File: config.mk
export PLATFORM = sky130hd
export DESIGN_NAME = quiz_round_ctrl
export DESIGN_NICKNAME = d
export VERILOG_FILES = /design/src/rtl/quiz_round_ctrl.sv
export SDC_FILE = /design/constraint.sdc
export NUM_CORES = 1
export LEC_CHECK = 0
export ABC_AREA = 1
export ABC_CLOCK_PERIOD_IN_PS = 2600
export CORE_MARGIN = 2
export CORE_UTILIZATION = 30
export DETAILED_ROUTE_END_ITERATION = 7
export SETUP_SLACK_MARGIN = 0.5
export SYNTH_ARGS = -nofsm -noshare
export SYNTH_HDL_FRONTEND = slang
export SYNTH_SLANG_ARGS = --single-unit
File: constraint.sdc
create_clock -name clk -period 2.6 [get_ports clk]
set_clock_uncertainty 0.05 [all_clocks]
set_input_delay 0.52 -clock clk [delete_from_list [all_inputs] [get_ports clk]]
set_output_delay 0.52 -clock clk [all_outputs]
set_load 0.01 [all_outputs]
File: src/rtl/quiz_round_ctrl.sv
// quiz_round_ctrl: round sequencer for the two-player LED quiz game.
// Steps the question index, arbitrates the two buzzers (first rising edge
// wins, round-robin on same-cycle presses), judges the granted answer,
// keeps both scores and declares the winner at game end.
module quiz_round_ctrl #(
    parameter int NUM_Q          = 6,
    parameter int WIN_SCORE      = 5,
    parameter int SHOW_CYCLES    = 16,
    parameter int ANSWER_TIMEOUT = 255,
    parameter int RESULT_CYCLES  = 8
) (
    input  logic       clk,
    input  logic       rst_n,
    input  logic       start,
    input  logic       buzz_p1,
    input  logic       buzz_p2,
    input  logic [2:0] sel_p1,
    input  logic [2:0] sel_p2,
    input  logic [2:0] ans,
    output logic [2:0] q_idx,
    output logic       show_en,
    output logic       armed,
    output logic [1:0] grant,
    output logic       correct,
    output logic       wrong,
    output logic [2:0] score_p1,
    output logic [2:0] score_p2,
    output logic       game_over,
    output logic [1:0] winner
);

    // One shared phase counter, sized for the longest phase it has to time.
    localparam int MAX_SA  = (SHOW_CYCLES > ANSWER_TIMEOUT) ? SHOW_CYCLES : ANSWER_TIMEOUT;
    localparam int CNT_MAX = (MAX_SA > RESULT_CYCLES) ? MAX_SA : RESULT_CYCLES;
    localparam int CNT_W   = $clog2(CNT_MAX + 1);

    localparam logic [CNT_W-1:0] SHOW_LAST = CNT_W'(SHOW_CYCLES - 1);
    localparam logic [CNT_W-1:0] TO_LAST   = CNT_W'(ANSWER_TIMEOUT - 1);
    localparam logic [CNT_W-1:0] RES_LAST  = CNT_W'(RESULT_CYCLES - 1);
    localparam logic [2:0]       WIN_S     = 3'(WIN_SCORE);
    localparam logic [2:0]       LAST_Q    = 3'(NUM_Q - 1);

    typedef enum logic [2:0] {
        S_IDLE,
        S_SHOW,
        S_ARMED,
        S_JUDGE,
        S_RESULT,
        S_DONE
    } state_e;

    state_e           state_q, state_d;
    logic [CNT_W-1:0] cnt_q, cnt_d;
    logic [2:0]       q_idx_q, q_idx_d;
    logic [2:0]       score1_q, score1_d;
    logic [2:0]       score2_q, score2_d;
    logic [1:0]       grant_q, grant_d;
    logic [2:0]       sel_q, sel_d;
    logic             rr_p2_q, rr_p2_d;    // 0: p1 wins the next tie, 1: p2
    logic             correct_q, correct_d;
    logic             wrong_q, wrong_d;
    logic             prev1_q, prev2_q;

    // A press is a rising edge of the raw level; a held button stays quiet.
    logic press1, press2;
    assign press1 = buzz_p1 & ~prev1_q;
    assign press2 = buzz_p2 & ~prev2_q;

    // State register plus all datapath registers of the round.
    // NOTE: sequential state uses non-blocking (<=) so every register samples
    // the pre-edge values, independent of statement order.
    always_ff @(posedge clk or negedge rst_n) begin
        if (!rst_n) begin
            state_q   <= S_IDLE;
            cnt_q     <= '0;
            q_idx_q   <= '0;
            score1_q  <= '0;
            score2_q  <= '0;
            grant_q   <= '0;
            sel_q     <= '0;
            rr_p2_q   <= 1'b0;
            correct_q <= 1'b0;
            wrong_q   <= 1'b0;
            prev1_q   <= 1'b0;
            prev2_q   <= 1'b0;
        end else begin
            state_q   <= state_d;
            cnt_q     <= cnt_d;
            q_idx_q   <= q_idx_d;
            score1_q  <= score1_d;
            score2_q  <= score2_d;
            grant_q   <= grant_d;
            sel_q     <= sel_d;
            rr_p2_q   <= rr_p2_d;
            correct_q <= correct_d;
            wrong_q   <= wrong_d;
            prev1_q   <= buzz_p1;
            prev2_q   <= buzz_p2;
        end
    end

    // Next-state and next-datapath logic for the round sequencer.
    always_comb begin
        // NOTE: every signal gets a default before the case so no path can
        // leave one unassigned, which would infer a latch.
        state_d   = state_q;
        cnt_d     = cnt_q;
        q_idx_d   = q_idx_q;
        score1_d  = score1_q;
        score2_d  = score2_q;
        grant_d   = grant_q;
        sel_d     = sel_q;
        rr_p2_d   = rr_p2_q;
        correct_d = 1'b0;
        wrong_d   = 1'b0;

        unique case (state_q)
            S_IDLE, S_DONE: begin
                if (start) begin
                    state_d  = S_SHOW;
                    cnt_d    = '0;
                    q_idx_d  = '0;
                    score1_d = '0;
                    score2_d = '0;
                    grant_d  = '0;
                end
            end

            S_SHOW: begin
                if (cnt_q == SHOW_LAST) begin
                    state_d = S_ARMED;
                    cnt_d   = '0;
                end else begin
                    cnt_d = cnt_q + 1'b1;
                end
            end

            S_ARMED: begin
                if (press1 && press2) begin
                    // Tie: the pointer's player wins, then the pointer flips.
                    grant_d = rr_p2_q ? 2'b10 : 2'b01;
                    sel_d   = rr_p2_q ? sel_p2 : sel_p1;
                    rr_p2_d = ~rr_p2_q;
                    state_d = S_JUDGE;
                    cnt_d   = '0;
                end else if (press1) begin
                    grant_d = 2'b01;
                    sel_d   = sel_p1;
                    state_d = S_JUDGE;
                    cnt_d   = '0;
                end else if (press2) begin
                    grant_d = 2'b10;
                    sel_d   = sel_p2;
                    state_d = S_JUDGE;
                    cnt_d   = '0;
                end else if (cnt_q == TO_LAST) begin
                    // Nobody buzzed in time: count it as a wrong answer.
                    wrong_d = 1'b1;
                    grant_d = '0;
                    state_d = S_RESULT;
                    cnt_d   = '0;
                end else begin
                    cnt_d = cnt_q + 1'b1;
                end
            end

            S_JUDGE: begin
                state_d = S_RESULT;
                cnt_d   = '0;
                if (sel_q == ans) begin
                    correct_d = 1'b1;
                    if (grant_q[0] && (score1_q < WIN_S)) score1_d = score1_q + 3'd1;
                    if (grant_q[1] && (score2_q < WIN_S)) score2_d = score2_q + 3'd1;
                end else begin
                    wrong_d = 1'b1;
                end
            end

            S_RESULT: begin
                if (cnt_q == RES_LAST) begin
                    grant_d = '0;
                    cnt_d   = '0;
                    if ((score1_q == WIN_S) || (score2_q == WIN_S) || (q_idx_q == LAST_Q)) begin
                        state_d = S_DONE;
                    end else begin
                        q_idx_d = q_idx_q + 3'd1;
                        state_d = S_SHOW;
                    end
                end else begin
                    cnt_d = cnt_q + 1'b1;
                end
            end

            default: state_d = S_IDLE;
        endcase
    end

    // Winner is decoded from the frozen final scores while in DONE.
    always_comb begin
        winner = 2'b00;
        if (state_q == S_DONE) begin
            if (score1_q > score2_q)      winner = 2'b01;
            else if (score2_q > score1_q) winner = 2'b10;
            else                          winner = 2'b11;
        end
    end

    assign q_idx     = q_idx_q;
    assign show_en   = (state_q == S_SHOW) || (state_q == S_ARMED) ||
                       (state_q == S_JUDGE) || (state_q == S_RESULT);
    assign armed     = (state_q == S_ARMED);
    assign grant     = grant_q;
    assign correct   = correct_q;
    assign wrong     = wrong_q;
    assign score_p1  = score1_q;
    assign score_p2  = score2_q;
    assign game_over = (state_q == S_DONE);

endmodule

==> run metrics, run 1 <==
Crit Path Class reg2out; via/cell ratio 4.67; CP required 2030 ps; first-pass GRT wire length 7730 um; total grt overflow 0; Cell variety after synth 24; Initial DRT Pass Iterations 4; Syn Inst Count 276; share of layout cells above drive strength 1 14.7%; CP Max Fanout 2; synthesized flop and latch total 30; placed cell count 383; vias in the first global route 1823; final hold violation count 0; via count 1886; initial antenna violation count 0; CTS Hold Bufs 0; placer congestion estimate 0.852; Worst-Skew Late Latency 280 ps; Pwr per Cell Area 865 nW/um^2; H-tree depth 2; DR iter-0 viols 65; largest net degree at the start of global routing 31; Final Cell Area 2570 sq um; WL per Instance 11.0 um; RSZ-0062 raised after global routing yes; Post-Route WL 4440 um; Initial Utilization 31.0%; fin crit period 2100 ps; Root Driver clkbuf_8; P&R area growth vs syn 31.7%; post-route ant nets 0; type of element capturing the critical path output pin; Core Rows 29; Worst slew margin 72.9%; Synth Area in Adders 7.04%; cell taking the most area after synthesis dfrtp_1; final worst path period share 80.8%; Setup crit start kind flip-flop; post-synth top area share 38.4%; CTS Buf Count 5; largest cells by area after synthesis dfrtp_1 38%, nand2_1 18%, inv_1 7.9%; worst slew pin tran 407 ps; clock-pin slew on the worst setup and hold paths 70 ps; Slew Limit Fails 0; Pwr Total 2230 uW; XOR/XNOR Fraction of Synth Area 1.79%; TritonCTS clock tree built; Die Ht 84.7 um; CORE AREA 6310 sq um; hold path depth 2; post-synthesis mux area share 0%; Leak 0.00136 uW; synthesized area 1950 sq um; # IOs 32; HPWL after DPL 3230 um; worst-case vdd ir drop 0.342 mV; Cell Count, Final, Fillers Out 404; die area 7180 sq um; Final nets 351; IO Port Bufs 31; f_max 0.476 GHz; Cell Area, Placed 2350 sq um; Synth Area in Compound Gates 7.94%; Synthesized Nets 301; syn_area_per_cell 7.08 sq um; max cap viols 0; Worst Hold Class reg2reg; Post-Synth Simple-Gate Area 35.6%; critical path data arrival time 1530 ps; total track usage 13.3%; Die X 84.7 um; status completed; register area share after synthesis 38.4%; Max clock buf depth 2; Synth Warn # 0; # DRC 0; CTS Sinks 30; setup tns final 0 ps; Worst R2R Path Depth 9; largest family of logic cells by synthesized area simple AND/OR/NAND/NOR gates; diodes inserted 0; Setup Viol. Count Final 0
[worst paths after layout]
| path | end | slack, ps | from |
|---|---|---|---|
| worst max-delay path | winner[0] | 500 | score_p1[1]$_DFFE_PN0P_ |
| worst min-delay path | sel_q[1]$_DFFE_PN0P_ | 450 | sel_q[1]$_DFFE_PN0P_ |
| worst max register to register | cnt_q[7]$_DFFE_PN0P_ | 970 | cnt_q[0]$_DFFE_PN0P_ |
| worst min register to register | sel_q[1]$_DFFE_PN0P_ | 450 | sel_q[1]$_DFFE_PN0P_ |
| max in group asynchronous | state_q[0]$_DFFE_PN0P_ | 1600 | rst_n |
| min in group asynchronous | cnt_q[4]$_DFFE_PN0P_ | 590 | rst_n |
[through the flow]
step / hold WS [ps] / util (%) / worst slack (ps)
after CTS: 457 / 40.0 / 344
after detailed placement: 439 / 37.2 / 291
after global placement: 435 / 37.2 / 322
after floorplan: 174 / - / 741
after global routing: 496 / 40.8 / 375
final: 452 / 40.8 / 500
[cells in the final DEF (no fill, tap or decap), drive strengths merged, types with 3 or more instances in the layout]
cell            n
a21oi           8
buf            15
clkbuf          9
clkdlybuf4s50  26
dfrtp          30
ha             11
inv            42
nand2          96
nand3          26
nand4           7
nor2           24
o21ai          18
xnor2           3
[worst max-delay path: stages (launching register included)]
cell and delay, ps:
dfrtp_1 370, inv_2 50, ha_1 300, a31oi_2 190, nand2_1 70, a21oi_1 120
clkbuf_2 140
[metal layers]
layer | vias to the layer above | share of wire, % | GRT usage (%)
li1 | 973 | - | -
met4 | 0 | 1.3 | 4.33
met1 | 863 | 45 | 15.8
met3 | 7 | 5.1 | 3.74
met2 | 43 | 48 | 23.0
met5 | - | 0 | 0
[Yosys cell counts]
master / instances
o21ai_1: 3
o211ai_1: 1
dfrtp_1: 30
inv_2: 1
o21bai_1: 1
nand4_1: 7
nand3_2: 4
o21ai_0: 14
ha_1: 11
xnor2_1: 3
a21oi_1: 8
inv_1: 41
nand3_1: 22
nand2_1: 92
a31oi_1: 1
nor2_1: 23
nand3b_2: 1
nor2_4: 1
xor2_1: 1
o21ai_2: 1
buf_6: 2
nor3_1: 2
nand2_2: 4
or2_2: 2
[report_power, final]
group	switching, uW	internal [uW]	leakage, uW	total, uW
Clock	181	267	0.0000575	448
Sequential	108	576	0.000392	685
Combinational	658	435	0.000915	1090
[registers in the layout (all words and copies together), names as in the netlist]
signal,cells
state_q,3
sel_q,3
prev1_q,1
q_idx,3
score_p2,3
wrong,1
rr_p2_q,1
correct,1
prev2_q,1
grant,2
score_p1,3
cnt_q,8
[layout make-up]
type / instances / area, sq um
Fill cell: 667 / 3740
Multi-Input combinational cell: 202 / 1040
Sequential cell: 30 / 757
Timing Repair Buffer: 45 / 410
Inverter: 42 / 158
Clock buffer: 8 / 110
Tap cell: 77 / 96.3
[what timing repair did]
item	CTS	global route
resized for setup	9	13
pin swaps	2	0
setup endpoints to repair	5	5
buffers inserted	10	3
[cells by family (layout without fill, tap and decap cells)]
group,count (synthesis),in the layout
adder cells (fa/ha/maj),11,11
flip-flops,30,30
AND/OR/NAND/NOR,158,158
buffers and inverters,44,95
AO/OA/AOI/OAI,29,29
XOR/XNOR,4,4
Power figures use the tool's default switching activity.
==> run 2, diff against run 1 <==
Settings changed: ABC_CLOCK_PERIOD_IN_PS 2600 to 2060.
Clock period 2.6 ns to 2.06 ns, I/O delays scaled along.
==> run metrics, run 2 (synthesis results as in run 1) <==
diodes inserted 0; fill cell count 615; # DRC 0; final hold violation count 0; Worst slew margin 73.0%; Final nets 385; # IOs 32; CP Max Fanout 2; WL per Instance 12.8 um; Post-Route WL 5590 um; Slowest Stage Delay on Critical Path 420 ps; type of element capturing the critical path output pin; P&R area growth vs syn 57.2%; CP delay by family, top flip-flops; Most flops, register cnt_q; CTS Buf Count 5; Final Cell Area 3070 sq um; Initial Utilization 31.0%; status completed; Root Driver clkbuf_8; Setup Viol. Count Final 0; placer congestion estimate 0.802; Cell Count, Final, Fillers Out 438; IO Port Bufs 31; total track usage 14.6%; fin crit period 1970 ps; Slew Limit Fails 0; max cap viols 0; max reg flops 8; largest net degree at the start of global routing 31; crit path buf inv count 1; Cell Area, Placed 2450 sq um; die area 7180 sq um; Finished Core Util 48.7%; share of layout cells above drive strength 1 38.2%; Worst-Skew Late Latency 290 ps; first-pass GRT wire length 8490 um; Crit Path Class reg2out; Core Rows 29; commonest non-fill, non-tap cells in the layout 77 x nand2_1, 39 x buf_4, 28 x inv_1; initial antenna violation count 0; RSZ-0062 raised after global routing yes; CP max stage cell dfrtp_2; worst-case vdd ir drop 0.490 mV; Max clock buf depth 2; total grt overflow 0; most common cell after layout, fill and taps aside nand2_1; CTS Sinks 30; Pwr Total 3570 uW; final worst path period share 95.6%; Initial DRT Pass Iterations 4; Setup crit start kind flip-flop; Die Ht 84.7 um; Leak 0.00159 uW; worst slew pin tran 405 ps; CP cell instances ha_4, a31oi_4, nand2_2, a21oi_2, buf_2; CP required 1600 ps; post-route ant nets 0; TritonCTS clock tree built; Pwr per Cell Area 1160 nW/um^2; via count 2119; vias in the first global route 1936; Reg2Reg Setup Slack 440 ps; critical path data arrival time 1510 ps; DR iter-0 viols 88; CORE AREA 6310 sq um; H-tree depth 2; Worst Hold Class reg2reg; placed cell count 394; HPWL after DPL 3490 um; f_max 0.508 GHz; Die X 84.7 um; clock-pin slew on the worst setup and hold paths 70 ps; via/cell ratio 4.84
==> run 2: cell count changes in the layout (fill, tap and decap cells not counted), sizes merged <==
cell / previous run / this run
buf: 15 / 55
clkdlybuf4s50: 26 / 13
dlygate4sd2: 0 / 7
dlymetal6s2s: 2 / 0
clkbuf: 9 / 8
clkinv: 0 / 1
clkinvlp: 0 / 1
nand3b: 1 / 2
==> run 2: path summary, 6_finish.rpt <==
check	endpoint	startpoint	cells after the start
max in group asynchronous	state_q[2]$_DFFE_PN0P_	rst_n	2
setup / recovery	winner[0]	score_p2[2]$_DFFE_PN0P_	5
hold / removal	sel_q[1]$_DFFE_PN0P_	sel_q[1]$_DFFE_PN0P_	2
setup reg to reg	cnt_q[3]$_DFFE_PN0P_	cnt_q[1]$_DFFE_PN0P_	8
hold reg to reg	sel_q[1]$_DFFE_PN0P_	sel_q[1]$_DFFE_PN0P_	2
min in group asynchronous	score_p2[1]$_DFFE_PN0P_	rst_n	2
==> run 2: layout make-up <==
cell class | count | area, sq um | share of cell area, %
clock buffer | 6 | 82.6 | 2.69
clock inverter | 2 | 12.5 | 0.407
inverter | 42 | 165 | 5.38
multi-input combinational | 203 | 1310 | 42.7
sequential | 30 | 756 | 24.6
tap | 77 | 96.3 | 3.14
timing repair buffer | 78 | 647 | 21.1
==> run 2: tightest hold or removal path: stages (launching register included) <==
cell	delay, ps
dfrtp_1	370
nand2_1	60
nand2_1	60
==> run 2: routing by layer <==
layer  wire (um)  GRT usage [%]  vias to the layer above
li1            -              -                     1050
met1        2340           17.5                      994
met2        2930           25.9                       62
met3         224           3.15                       13
met4         101           4.62                        0
met5           0              0                        -
==> run 2: through the flow <==
stage               worst slack (ps)  hold WS, ps  TNS (ps)
finish                          89.8          472         0
global route                    11.1          518         0
CTS                             20.7          478         0
detailed placement             -56.2          461     -56.2
global placement               -4.14          460     -4.14
floorplan                        404         66.4         0
==> run 2: power breakdown <==
part	switching, uW	internal [uW]
Sequential	121	725
Clock	244	268
Combinational	1240	977
Total	1600	1970
==> run 2: repair_timing <==
item,CTS,global route
hold buffers,0,0
setup buffers,21,13
gates cloned,0,2
pin swaps,17,26
resized for setup,71,71
endpoints found under the setup margin,38,31
==> run 3, diff against run 2 <==
Settings changed: CORE_MARGIN 2 to 1.
==> run metrics, run 3 (synthesis results as in run 1) <==
Reg2Reg Setup Slack 390 ps; Finished Core Util 51.2%; CP Max Fanout 3; IO Port Bufs 31; Cell Area, Placed 2440 sq um; H-tree depth 2; Root Driver clkbuf_8; f_max 0.520 GHz; Setup crit start kind flip-flop; clock-pin slew on the worst setup and hold paths 70 ps; largest net degree at the start of global routing 31; total track usage 15.6%; Final Cell Area 3230 sq um; Slowest Stage Delay on Critical Path 430 ps; max cap viols 0; Setup Viol. Count Final 0; Worst slew margin 73.7%; CORE AREA 6310 sq um; P&R area growth vs syn 65.3%; placer congestion estimate 0.788; worst slew pin tran 395 ps; share of layout cells above drive strength 1 38.8%; critical path endpoint winner[0]; DR iter-0 viols 71; CTS Buf Count 5; Comb pwr share 62.7%; Die X 82.7 um; post-route ant nets 0; CP required 1600 ps; Max clock buf depth 2; max reg flops 8; Worst-Skew Late Latency 290 ps; die area 6840 sq um; switch share 42.5%; Critical Path Start score_p2[2]$_DFFE_PN0P_; Worst Hold Class in2async; R2R Path Start state_q[1]$_DFFE_PN0P_; status completed; setup tns final 0 ps; initial antenna violation count 0; TritonCTS clock tree built; worst-case vdd ir drop 0.518 mV; Pwr per Cell Area 1210 nW/um^2; CTS Sinks 30; Slew Limit Fails 0; Core Rows 29; diodes inserted 0; Clk network pwr share 15.8%; HPWL after DPL 3340 um; final worst path period share 93.4%; Final nets 393; most common cell after layout, fill and taps aside nand2_1; via/cell ratio 4.71; via count 2102; CP cell instances ha_4, a31oi_4, nand2_1, a21oi_2, buf_2; Psw 1670 uW; WL per Instance 12.6 um; # IOs 32; Cell Count, Final, Fillers Out 446; RSZ-0062 raised after global routing yes; commonest non-fill, non-tap cells in the layout 79 x nand2_1, 40 x buf_4, 27 x inv_1; Die Ht 82.7 um; Leak 0.00167 uW; Worst R2R Path Depth 10; Internal Power 2260 uW; worst hold margin 469 ps; Crit Reg-Reg Endpoint cnt_q[4]$_DFFE_PN0P_; first-pass GRT wire length 8140 um; Post-Route WL 5620 um; Crit Path Class reg2out; Initial DRT Pass Iterations 4; final hold violation count 0; placed cell count 393; type of element capturing the critical path output pin; # DRC 0; register share of total power 21.4%; vias in the first global route 1825; Initial Utilization 31.0%; Most flops, register cnt_q; CP max stage cell dfrtp_2; critical path data arrival time 1460 ps; fin crit period 1920 ps; total grt overflow 0
[run 3: changes by cell type in the layout (fill, tap and decap cells not counted), moves of 2 or more]
cell	before	now
buf_2	6	3
buf_6	10	20
nand2_1	77	79
nand2_2	13	10
nand3_2	8	3
nand3_4	5	10
[run 3: worst max-delay path: cells and delay by family (launching register included)]
kind / cells / cell delay (ps)
buffers and inverters: 1 / 130
DFF: 1 / 430
AOI/OAI and AO/OA: 2 / 280
adders and majority gates: 1 / 260
and+or+nand+nor: 1 / 80
[run 3: power groups by stage]
| stage | clock network [uW] | registers, uW | logic, uW |
|---|---|---|---|
| after floorplan | 0 | 867 | 905 |
| after global placement | 0 | 855 | 1340 |
| after detailed placement | 0 | 858 | 1350 |
| after CTS | 636 | 831 | 1540 |
| after global routing | 667 | 857 | 2670 |
| final | 621 | 841 | 2460 |
[run 3: how the worst min path moves through the flow]
| stage | from | to | slack (ps) | depth (start not counted) |
|---|---|---|---|---|
| final | rst_n | score_p1[1]$_DFFE_PN0P_ | 470 | 2 |
| after global routing | rst_n | score_p1[1]$_DFFE_PN0P_ | 510 | 2 |
| after CTS | sel_q[1]$_DFFE_PN0P_ | sel_q[1]$_DFFE_PN0P_ | 480 | 2 |
| after detailed placement | sel_q[1]$_DFFE_PN0P_ | sel_q[1]$_DFFE_PN0P_ | 460 | 2 |
| after global placement | sel_q[1]$_DFFE_PN0P_ | sel_q[1]$_DFFE_PN0P_ | 460 | 2 |
| after floorplan | rst_n | cnt_q[0]$_DFFE_PN0P_ | 70 | 0 |
[run 3: per-stage QoR]
step                worst slack (ps)  power [uW]
global route                    65.5        4200
global placement               -12.8        2190
finish                           136        3920
detailed placement             -43.1        2210
CTS                              125        3010
floorplan                        404        1770
[run 3: layout make-up]
class	instances	area [sq um]
clock inverters	1	30.0
well taps	77	96.3
repair buffers	87	762
clock buffers	7	86.3
inverters	42	173
flip-flops and latches	30	756
multi-input cells	202	1330
fillers	610	3080
[run 3: routing by layer]
| layer | vias up | part of all wire, % | global-route usage, % |
|---|---|---|---|
| met4 | 0 | 3.3 | 4.14 |
| met1 | 981 | 41 | 20.1 |
| met5 | - | 0 | 0 |
| li1 | 1062 | - | - |
| met2 | 44 | 52 | 26.2 |
| met3 | 15 | 3.4 | 3.63 |
[run 3: repair_timing]
item,in CTS,in global routing
setup endpoints to repair,41,34
gates resized for setup,65,88
hold buffers,0,0
pin swaps,14,31
cloned,0,0
buffers inserted,15,30
